<file path="config.mk">
export PLATFORM = sky130hd
export DESIGN_NAME = dac_write_arbiter
export DESIGN_NICKNAME = d
export VERILOG_FILES = /design/src/rtl/zxms_pkg.sv /design/src/rtl/sample_fifo.sv /design/src/rtl/dac_write_arbiter.sv
export SDC_FILE = /design/constraint.sdc
export NUM_CORES = 1
export LEC_CHECK = 0
export ABC_AREA = 1
export BUFFER_PORTS_ARGS = -buffer_cell sky130_fd_sc_hd__buf_2
export CAP_MARGIN = 0
export CORE_MARGIN = 2
export CORE_UTILIZATION = 24
export DETAILED_ROUTE_END_ITERATION = 10
export GPL_TIMING_DRIVEN = 1
export HOLD_SLACK_MARGIN = 0.05
export PLACE_DENSITY = 0.43
export SKIP_LAST_GASP = 1
export SLEW_MARGIN = 20
export SYNTH_ARGS = -nofsm -noshare
export SYNTH_HDL_FRONTEND = slang
export SYNTH_HIERARCHICAL = 1
export SYNTH_SLANG_ARGS = --single-unit
</file>
<file path="constraint.sdc">
create_clock -name clk32 -period 2.7 [get_ports clk32]
set_input_delay 0.135 -clock clk32 [delete_from_list [all_inputs] [get_ports clk32]]
set_output_delay 0.135 -clock clk32 [all_outputs]
set_load 0.005 [all_outputs]
</file>
<file path="src/rtl/zxms_pkg.sv">
// Shared types and constants for the DAC write path.
// Sample conversion turns Z80 offset-binary into the DAC's sign-magnitude form.
package zxms_pkg;

   localparam int CHN_W = 2;
   localparam int DW = 8;
   localparam int VW = 6;

   localparam logic [VW-1:0] VOL_MAX = 6'h3F;

   typedef enum logic {
      SRC_SD = 1'b0,
      SRC_GS = 1'b1
   } src_t;

   typedef struct packed {
      logic [CHN_W-1:0] chn;
      logic [DW-1:0]    data;
   } fifo_ent_t;

   function automatic logic [DW-1:0] dac_conv(input logic [DW-1:0] d);
      return d[DW-1] ? d : {d[DW-1], ~d[DW-2:0]};
   endfunction

endpackage

</file>
<file path="src/rtl/sample_fifo.sv">
// Small synchronous FIFO for one write source.
// A push into a full FIFO is still taken when a pop frees the slot at the same edge.
module sample_fifo #(
   parameter int DEPTH = 4,
   parameter int W = 10
) (
   input  logic         clk,
   input  logic         rst_n,
   input  logic         flush,
   input  logic         push,
   input  logic         pop,
   input  logic [W-1:0] din,
   output logic [W-1:0] dout,
   output logic         empty,
   output logic         drop
);

   localparam int AW = $clog2(DEPTH);

   logic [AW-1:0] wr_ptr;
   logic [AW-1:0] rd_ptr;
   logic [AW:0]   cnt;
   logic [W-1:0]  mem [DEPTH];
   logic          full;
   logic          push_ok;
   logic          pop_ok;

   assign full = (cnt == (AW+1)'(DEPTH));
   assign empty = (cnt == '0);
   assign pop_ok = pop & ~empty;
   assign push_ok = push & (~full | pop_ok);
   assign drop = push & full & ~pop_ok & ~flush;
   assign dout = mem[rd_ptr];

   always_ff @(posedge clk or negedge rst_n) begin
      if (!rst_n) begin
         wr_ptr <= '0;
         rd_ptr <= '0;
         cnt <= '0;
      end else if (flush) begin
         wr_ptr <= '0;
         rd_ptr <= '0;
         cnt <= '0;
      end else begin
         if (push_ok)
            wr_ptr <= wr_ptr + AW'(1);
         if (pop_ok)
            rd_ptr <= rd_ptr + AW'(1);
         unique case ({push_ok, pop_ok})
            2'b10:   cnt <= cnt + (AW+1)'(1);
            2'b01:   cnt <= cnt - (AW+1)'(1);
            default: cnt <= cnt;
         endcase
      end
   end

   always_ff @(posedge clk) begin
      if (push_ok && !flush)
         mem[wr_ptr] <= din;
   end

endmodule

</file>
<file path="src/rtl/dac_write_arbiter.sv">
// Round-robin merge of Soundrive and General Sound writes into the DAC register file.
// SD grants also force that channel's volume to max; GS volume waits for a free volume slot.
module dac_write_arbiter
   import zxms_pkg::*;
#(
   parameter int FIFO_DEPTH = 4
) (
   input  logic             clk32,
   input  logic             rst_n,
   input  logic             sd_ena,
   input  logic             gs_ena,
   input  logic             sd_req,
   input  logic [CHN_W-1:0] sd_chn,
   input  logic [DW-1:0]    sd_data,
   input  logic             gs_req,
   input  logic [CHN_W-1:0] gs_chn,
   input  logic [DW-1:0]    gs_data,
   input  logic             gs_vol_req,
   input  logic [CHN_W-1:0] gs_vol_chn,
   input  logic [VW-1:0]    gs_vol,
   input  logic             ovf_clr,
   output logic             dac_we,
   output logic [CHN_W-1:0] dac_chn,
   output logic [DW-1:0]    dac_val,
   output logic             vol_we,
   output logic [CHN_W-1:0] vol_chn,
   output logic [VW-1:0]    vol_val,
   output logic             sd_ovf,
   output logic             gs_ovf
);

   localparam int FW = CHN_W + DW;

   fifo_ent_t        sd_head;
   fifo_ent_t        gs_head;
   logic             sd_empty;
   logic             gs_empty;
   logic             sd_drop;
   logic             gs_drop;
   logic             sd_avail;
   logic             gs_avail;
   logic             gnt_sd;
   logic             gnt_gs;
   logic             gnt_any;
   src_t             last_grant;
   logic             hold_vld;
   logic [CHN_W-1:0] hold_chn;
   logic [VW-1:0]    hold_val;
   logic             vol_issue;

   sample_fifo #(
      .DEPTH(FIFO_DEPTH),
      .W    (FW)
   ) u_sd_fifo (
      .clk  (clk32),
      .rst_n(rst_n),
      .flush(~sd_ena),
      .push (sd_req & sd_ena),
      .pop  (gnt_sd),
      .din  ({sd_chn, sd_data}),
      .dout (sd_head),
      .empty(sd_empty),
      .drop (sd_drop)
   );

   sample_fifo #(
      .DEPTH(FIFO_DEPTH),
      .W    (FW)
   ) u_gs_fifo (
      .clk  (clk32),
      .rst_n(rst_n),
      .flush(~gs_ena),
      .push (gs_req & gs_ena),
      .pop  (gnt_gs),
      .din  ({gs_chn, gs_data}),
      .dout (gs_head),
      .empty(gs_empty),
      .drop (gs_drop)
   );

   assign sd_avail = ~sd_empty & sd_ena;
   assign gs_avail = ~gs_empty & gs_ena;
   assign gnt_any = gnt_sd | gnt_gs;

   always_comb begin
      gnt_sd = 1'b0;
      gnt_gs = 1'b0;
      unique case (1'b1)
         (sd_avail & gs_avail): begin
            gnt_sd = (last_grant == SRC_GS);
            gnt_gs = (last_grant == SRC_SD);
         end
         (sd_avail & ~gs_avail): gnt_sd = 1'b1;
         (~sd_avail & gs_avail): gnt_gs = 1'b1;
         default: ;
      endcase
   end

   // The volume port is free only when no SD grant claims it.
   assign vol_issue = hold_vld & gs_ena & ~gnt_sd;

   always_ff @(posedge clk32 or negedge rst_n) begin
      if (!rst_n)
         last_grant <= SRC_GS;
      else if (gnt_any)
         last_grant <= gnt_sd ? SRC_SD : SRC_GS;
   end

   always_ff @(posedge clk32 or negedge rst_n) begin
      if (!rst_n) begin
         dac_we <= 1'b0;
         dac_chn <= '0;
         dac_val <= '0;
      end else begin
         dac_we <= gnt_any;
         if (gnt_sd) begin
            dac_chn <= sd_head.chn;
            dac_val <= dac_conv(sd_head.data);
         end else if (gnt_gs) begin
            dac_chn <= gs_head.chn;
            dac_val <= dac_conv(gs_head.data);
         end
      end
   end

   always_ff @(posedge clk32 or negedge rst_n) begin
      if (!rst_n) begin
         vol_we <= 1'b0;
         vol_chn <= '0;
         vol_val <= '0;
      end else begin
         vol_we <= gnt_sd | vol_issue;
         if (gnt_sd) begin
            vol_chn <= sd_head.chn;
            vol_val <= VOL_MAX;
         end else if (vol_issue) begin
            vol_chn <= hold_chn;
            vol_val <= hold_val;
         end
      end
   end

   // A newer volume write simply replaces an unissued one.
   always_ff @(posedge clk32 or negedge rst_n) begin
      if (!rst_n) begin
         hold_vld <= 1'b0;
         hold_chn <= '0;
         hold_val <= '0;
      end else if (!gs_ena) begin
         hold_vld <= 1'b0;
      end else if (gs_vol_req) begin
         hold_vld <= 1'b1;
         hold_chn <= gs_vol_chn;
         hold_val <= gs_vol;
      end else if (vol_issue) begin
         hold_vld <= 1'b0;
      end
   end

   always_ff @(posedge clk32 or negedge rst_n) begin
      if (!rst_n) begin
         sd_ovf <= 1'b0;
         gs_ovf <= 1'b0;
      end else begin
         if (ovf_clr)
            sd_ovf <= 1'b0;
         else if (sd_drop)
            sd_ovf <= 1'b1;
         if (ovf_clr)
            gs_ovf <= 1'b0;
         else if (gs_drop)
            gs_ovf <= 1'b1;
      end
   end

endmodule
</file>
==> out/metrics.cfg, run 1 <==
[worst_setup_path]
cpPeakStageDelay_ns = 0.46
worst_path_max_delay_cell = dfrtp_1
worst-r2r-cell-count = 17
required_ns = 2.99
critPathMaxFanout = 5
path_class = reg2reg
cp_common_cell = inv_1
worstPathBufferInverterCount = 5
start_kind = register
cp_num_cells = 17
r2r-start = u_gs_fifo/cnt[0]$_DFFE_PN0P_
critPathLaunch = u_gs_fifo/cnt[0]$_DFFE_PN0P_
worstSetupEndpointType = register
endpoint = u_gs_fifo/cnt[2]$_DFFE_PN0P_
worst_ep_arrival_time_ns = 2.73
cp_top_family = simple AND/OR/NAND/NOR gates
cp_cell_sequence = nor2_4 > nand2_2 > inv_1 > inv_1 > nand3_2 > nand2_4 > inv_2 > nor2_1 > nand3_2 > inv_1 > fa_1 > xnor2_1 > inv_1 > nand2_1 > nand2_1 > nand3_1 > nand2_1
reg2reg_to = u_gs_fifo/cnt[2]$_DFFE_PN0P_
r2r_slack_ns = 0.27

[synthesis]
synth-edff-count = 80
synth_area_per_cell_um2 = 10.7
async_reset_ff_share_pct = 36.5
synth_flop_cell = edfxtp_1
syn_inst = 516
synth_area_leaders = edfxtp_1 (44%), dfrtp_1 (20%), nand2_1 (6.5%)
yosys_warnings = 6
yosysUniqueCellTypes = 30
synth_seq_cells = 126
yosys-top-cells-count = nand2_1 (95), edfxtp_1 (80), nor2_1 (74)
ys_seq_area_share_pct = 64.5
yosysMostFrequentCell = nand2_1
synth_top_area_cell = edfxtp_1
syn-cell-area_mm2 = 0.00551
synth_nets = 562
synth_top_area_share_pct = 43.6

[placed_design]
portBuffers = 57
detailed_place_hpwl_um = 9340
place_inst = 861
dp_slack_ns = 0.324
gp_congestion = 0.869

[die]
die-area_mm2 = 0.0242
rows = 55
ios = 58
die_w_um = 156
die_h_um = 156
initial_core_util_pct = 24.4
core_mm2 = 0.0226

[layout]
syn2layout_area_growth_pct = 28.8
final_cells = 923
diodes = 0
post-route-util_pct = 31.5
drive_gt1_share_pct = 22.7
num-nets-final = 671

[routing]
wl_per_cell_um = 14.2
avgViaCountPerCell = 4.25
drtAntennaViolNets = 0
vias = 3922
drc = 0
drt_wl_total_um = 13100
dr.pass1.iters = 4
dr.first_iter.drc_count = 211

[sta]
tns_ns = 0
slew_headroom_pct = 59.0
setup_violations = 0
max_slew.worst_pin.slew_ns = 0.615
layout_setup_ws_ns = 0.266
min_period_ns = 2.43
fin_crit_sh_pct = 90.1
rsz0062_at_grt = no
fmax_mhz = 411
slew_violations = 0
finalHoldViolCount = 0
finalClockSkew_ns = 0.0107

[pwr]
seqPwrFrac_pct = 38.7
peakVddDrop_mv = 0.370
clock_power_share_pct = 35.0
p_int_mw = 4.30
comb_power_share_pct = 26.3
p_sw_share_pct = 32.7
p_leak_nw = 3.00
power_switching_mw = 2.09
power_density_mw_per_mm2 = 900
total_power_mw = 6.39

[clock_network]
htree_levels = 4
clockBufferDepth = 2
cts_tree = built
clockRootBuffer = clkbuf_16
clk_pin_slew_ns = 0.06
clk-insertion-delay-late_ns = 0.41
postCtsResizedCells = 0
cts_sinks = 126
cts-buffers-inserted = 17

[job]
drv_cap = 0

[global_route]
grt_max_degree = 47
grt_pass1_vias = 4024
antenna_found_initial = 0
grt_pass1_wl_um = 21100
grt_remaining_overflow = 0
track_usage_pct = 11.6

[outcome]
status = completed

[worst_hold_path]
holdCritPathClass = in2reg

kinds of logic (layout without fill, tap and decap cells):
kind of cell / after synthesis / count (layout) / share of synthesized area, %
compound gates: 84 / 84 / 8.08
xor+xnor: 9 / 9 / 1.43
fa+ha+maj: 10 / 10 / 2.54
buf+inv: 70 / 192 / 5.06
flops: 126 / 126 / 64.5
mux: 7 / 7 / 1.43
simple gates: 210 / 210 / 17.0
repair_timing:
| item | 4_1_cts | 5_1_grt |
|---|---|---|
| buffers inserted | 0 | 0 |
| hold endpoints to repair | 135 | 0 |
| hold buffers | 30 | 0 |
per-stage QoR:
step | hold slack, ns | instance area, um^2
floorplan | -0.161 | 5510
global placement | 0.345 | 6220
detailed placement | 0.357 | 6220
CTS | 0.0952 | 7100
global route | 0.109 | 7100
finish | 0.104 | 7100
power by group through the flow:
stage | Combinational (mW) | Clock [mW] | Sequential [mW]
after floorplan | 1.08 | 0 | 2.49
after global placement | 1.64 | 0 | 2.50
after detailed placement | 1.67 | 0 | 2.51
after CTS | 1.71 | 2.30 | 2.48
after global routing | 1.91 | 2.39 | 2.51
final | 1.68 | 2.24 | 2.48
registers in the layout, summed over array words and instances (netlist names), 3 cells and up:
register and cells:
dac_val 8, hold_val 6, u_gs_fifo/cnt 3, u_gs_fifo/mem 40, u_sd_fifo/cnt 3, u_sd_fifo/mem 40, vol_val 6
layout make-up:
cell class	instances	area, um^2
fill	2290	15500
sequential	126	3550
multi-input combinational	320	1680
timing repair buffer	105	723
clock buffer	17	425
tap	285	357
inverter	55	206
clock inverter	15	155
layer usage:
metal  GRT usage (%)  wire length [um]  up-vias  share of wire, %
li1                -                 -     1946                 -
met1            14.6              5850     1875                45
met2            18.6              6360       83                48
met3            2.89               570       18               4.3
met4            5.77               356        0               2.7
met5               0                 0        -                 0
worst min-delay path: stages:
cell and delay [ns]:
buf_2 0.16, nand3_2 0.13, o21ai_0 0.09
placed cells by master (no fill, tap or decap), drive strengths merged, types with 3 or more instances in the layout:
cell         count
nand2          103
edfxtp          80
nor2            79
buf             75
inv             64
o21ai           57
dfrtp           45
dlygate4sd3     30
o22ai           20
nand3           18
clkbuf          17
ha               8
mux2             7
a21oi            7
xor2             7
nand4            4
clkinv           4
nand3b           3
worst min-delay path by stage:
stage | from | end | slack (ns) | cells after the start
floorplan | rst_n | dac_chn[0]$_DFFE_PN0P_ | -0.16 | 0
global placement | sd_data[3] | u_sd_fifo/mem[1][3]$_DFFE_PP_ | 0.34 | 1
detailed placement | sd_data[0] | u_sd_fifo/mem[3][0]$_DFFE_PP_ | 0.36 | 1
CTS | gs_ena | last_grant$_DFFE_PN1P_ | 0.1 | 3
global route | gs_ena | last_grant$_DFFE_PN1P_ | 0.11 | 3
finish | gs_ena | last_grant$_DFFE_PN1P_ | 0.10 | 3
Note: power is estimated with default switching activity, not from simulation.
==> inputs of run 2 (changes only) <==
CELL_PAD_IN_SITES_DETAIL_PLACEMENT = 1   (was unset)
CELL_PAD_IN_SITES_GLOBAL_PLACEMENT = 1   (was unset)
PLACE_DENSITY = 0.52   (was 0.43)
clock period = 2.18 ns   (was 2.7 ns; I/O delays follow)
==> run 2 against run 1 <==
Power is 32% higher; global-route usage is 1.2 points higher; critical endpoint unchanged; core utilization is 2.1 points higher; sequential share of layout area is 3.1 points lower.
==> out/metrics.cfg, run 2 (synthesized netlist as in run 1, its figures left out) <==
[layout]
post-route-util_pct = 33.5  ; +2.1 points
multi_input_area_mm2 = 0.00179  ; +6.9%
final_common_cell = nand2_1
drive_gt1_share_pct = 29.0  ; +6.2 points
final_cell_mix = nand2_1 (94), edfxtp_1 (80), nor2_1 (65), buf_2 (57), o21ai_0 (47)
syn2layout_area_growth_pct = 37.3
final_cells = 955  ; +3.5%
num-nets-final = 703  ; +4.8%
reg_top3 = u_gs_fifo/mem: 40 flops, u_sd_fifo/mem: 40 flops, dac_val: 8 flops
nFillCells = 2507  ; +9.5%
diodes = 0  ; unchanged
regArea_mm2 = 0.00355  ; unchanged

[clock_network]
cts-buffers-inserted = 17  ; unchanged
clockBufferDepth = 2  ; unchanged
clk_pin_slew_ns = 0.06  ; about the same
clk-insertion-delay-late_ns = 0.42  ; about the same
cts_sinks = 126  ; unchanged
htree_levels = 4  ; unchanged
clockRootBuffer = clkbuf_16
cts_tree = built

[sta]
slew_violations = 0  ; unchanged
tns_ns = 0  ; unchanged
rsz0062_at_grt = yes
finalHoldViolCount = 0  ; unchanged
slew_headroom_pct = 40.2  ; -19 points
fin_crit_sh_pct = 94.8  ; +4.6 points
finalClockSkew_ns = 0.0118  ; +0.00114 ns
setup_violations = 0  ; unchanged
fmax_mhz = 484  ; +18%
max_slew.worst_pin.slew_ns = 0.897  ; +0.282 ns
min_period_ns = 2.07  ; -0.368 ns
layout_setup_ws_ns = 0.114  ; -0.152 ns

[die]
initial_core_util_pct = 24.4  ; unchanged
core_mm2 = 0.0226  ; unchanged
die_h_um = 156  ; unchanged
rows = 55  ; unchanged
die-area_mm2 = 0.0242  ; unchanged
ios = 58  ; unchanged
die_w_um = 156  ; unchanged

[pwr]
p_leak_nw = 3.18  ; +5.9%
power_density_mw_per_mm2 = 1120  ; +24%
peakVddDrop_mv = 0.529  ; +43%

[placed_design]
detailed_place_hpwl_um = 10500  ; +12%
portBuffers = 57  ; unchanged
gp_congestion = 0.780  ; -10%
place_inst = 879  ; +2.1%
dp_slack_ns = -0.0721  ; -0.397 ns

[worst_setup_path]
reg2reg_to = u_gs_fifo/cnt[2]$_DFFE_PN0P_
critPathMaxFanout = 3  ; -2
worst_ep_arrival_time_ns = 2.37  ; -0.36 ns
start_kind = register
worstSetupEndpointType = register
r2r-start = u_gs_fifo/cnt[0]$_DFFE_PN0P_
worst-r2r-cell-count = 18  ; +1
path_class = reg2reg
r2r_slack_ns = 0.11  ; -0.15 ns
required_ns = 2.48  ; -0.51 ns

[outcome]
status = completed

[worst_hold_path]
hold_end = hold_vld$_DFFE_PN0P_
min-delay-start = gs_vol_req
holdCritPathClass = in2reg
holdPathStages = 3  ; unchanged

[routing]
drc = 0  ; unchanged
wl_per_cell_um = 15.7  ; +10%
drtAntennaViolNets = 0  ; unchanged
vias = 4080  ; +4.0%
avgViaCountPerCell = 4.27  ; +0.54%
dr.pass1.iters = 4  ; unchanged
drt_wl_total_um = 15000  ; +14%
dr.first_iter.drc_count = 200  ; -5.2%

[global_route]
grt_pass1_vias = 4426  ; +10%
grt_remaining_overflow = 0  ; unchanged
grt_pass1_wl_um = 23500  ; +11%
grt_max_degree = 38  ; -19%
track_usage_pct = 12.8  ; +1.2 points
antenna_found_initial = 0  ; unchanged

[job]
drv_cap = 0  ; unchanged

==> run 2: cell count changes in the layout (fill, tap and decap cells not counted), sizes merged <==
cell and delta:
buf +32, inv -4, bufinv +1, clkbuf +1, clkinv +1, clkinvlp +1
==> run 2: worst max-delay path by stage <==
stage / from / endpoint / slack, ns / cells after the start
2_1_floorplan: u_gs_fifo/cnt[1]$_DFFE_PN0P_ / u_sd_fifo/mem[0][0]$_DFFE_PP_ / -0.06 / 13
3_3_place_gp: u_sd_fifo/cnt[0]$_DFFE_PN0P_ / u_gs_fifo/mem[3][4]$_DFFE_PP_ / 0.04 / 13
3_5_place_dp: u_sd_fifo/cnt[0]$_DFFE_PN0P_ / u_gs_fifo/mem[0][9]$_DFFE_PP_ / -0.07 / 13
4_1_cts: u_gs_fifo/cnt[1]$_DFFE_PN0P_ / u_gs_fifo/cnt[2]$_DFFE_PN0P_ / 0.01 / 18
5_1_grt: u_gs_fifo/cnt[0]$_DFFE_PN0P_ / u_gs_fifo/cnt[2]$_DFFE_PN0P_ / -0.07 / 18
6_report: u_gs_fifo/cnt[0]$_DFFE_PN0P_ / u_gs_fifo/cnt[2]$_DFFE_PN0P_ / 0.11 / 18
==> run 2: layout make-up <==
cell class	count	share of cell area (%)
multi-input combinational	320	23.7
clock inverter	14	2.40
clock buffer	18	5.67
tap	285	4.71
timing repair buffer	137	13.8
sequential	126	47.0
inverter	55	2.83
==> run 2: metrics by stage <==
| stage | cell area (um^2) | hold WS, ns | total power [mW] |
|---|---|---|---|
| final | 7570 | 0.112 | 8.47 |
| after global routing | 7570 | 0.125 | 9.02 |
| after CTS | 7420 | 0.0926 | 8.52 |
| after detailed placement | 6390 | 0.288 | 5.43 |
| after global placement | 6390 | 0.288 | 5.37 |
| after floorplan | 5550 | -0.187 | 4.43 |
==> run 2: timing repair <==
action,CTS,global route
cloned,0,3
pin swaps,5,12
hold buffers,30,0
endpoints found under the setup margin,42,82
endpoints found under the hold margin,125,0
buffers inserted,8,3
resized for setup,3,36
==> run 2: critical path: stages, from the launching register on <==
cell and delay (ns):
dfrtp_1 0.41, nor2_4 0.13, nand2_2 0.07, inv_2 0.05, inv_2 0.04, nand3_4 0.06
nand2_4 0.06, clkinv_4 0.06, nor2_4 0.04, buf_6 0.11, nand3_4 0.05, inv_2 0.04
fa_2 0.37, xnor2_2 0.18, inv_1 0.06, nand2_1 0.06, nand2_1 0.04, nand3_1 0.07
nand2_1 0.05
==> run 2: layer usage <==
layer,vias up,global-route usage [%],part of all wire (%)
met5,-,0,0
met3,19,2.81,2.9
met2,64,21.6,49
li1,2006,-,-
met1,1991,16.0,47
met4,0,5.24,1.8
==> run 2: where the power goes <==
part	leakage, nW	total (mW)	switching, mW	internal (mW)
Clock	0.297	2.95	1.13	1.82
Sequential	1.28	3.04	0.182	2.86
Combinational	1.60	2.47	1.46	1.01
Total	3.18	8.47	2.77	5.69
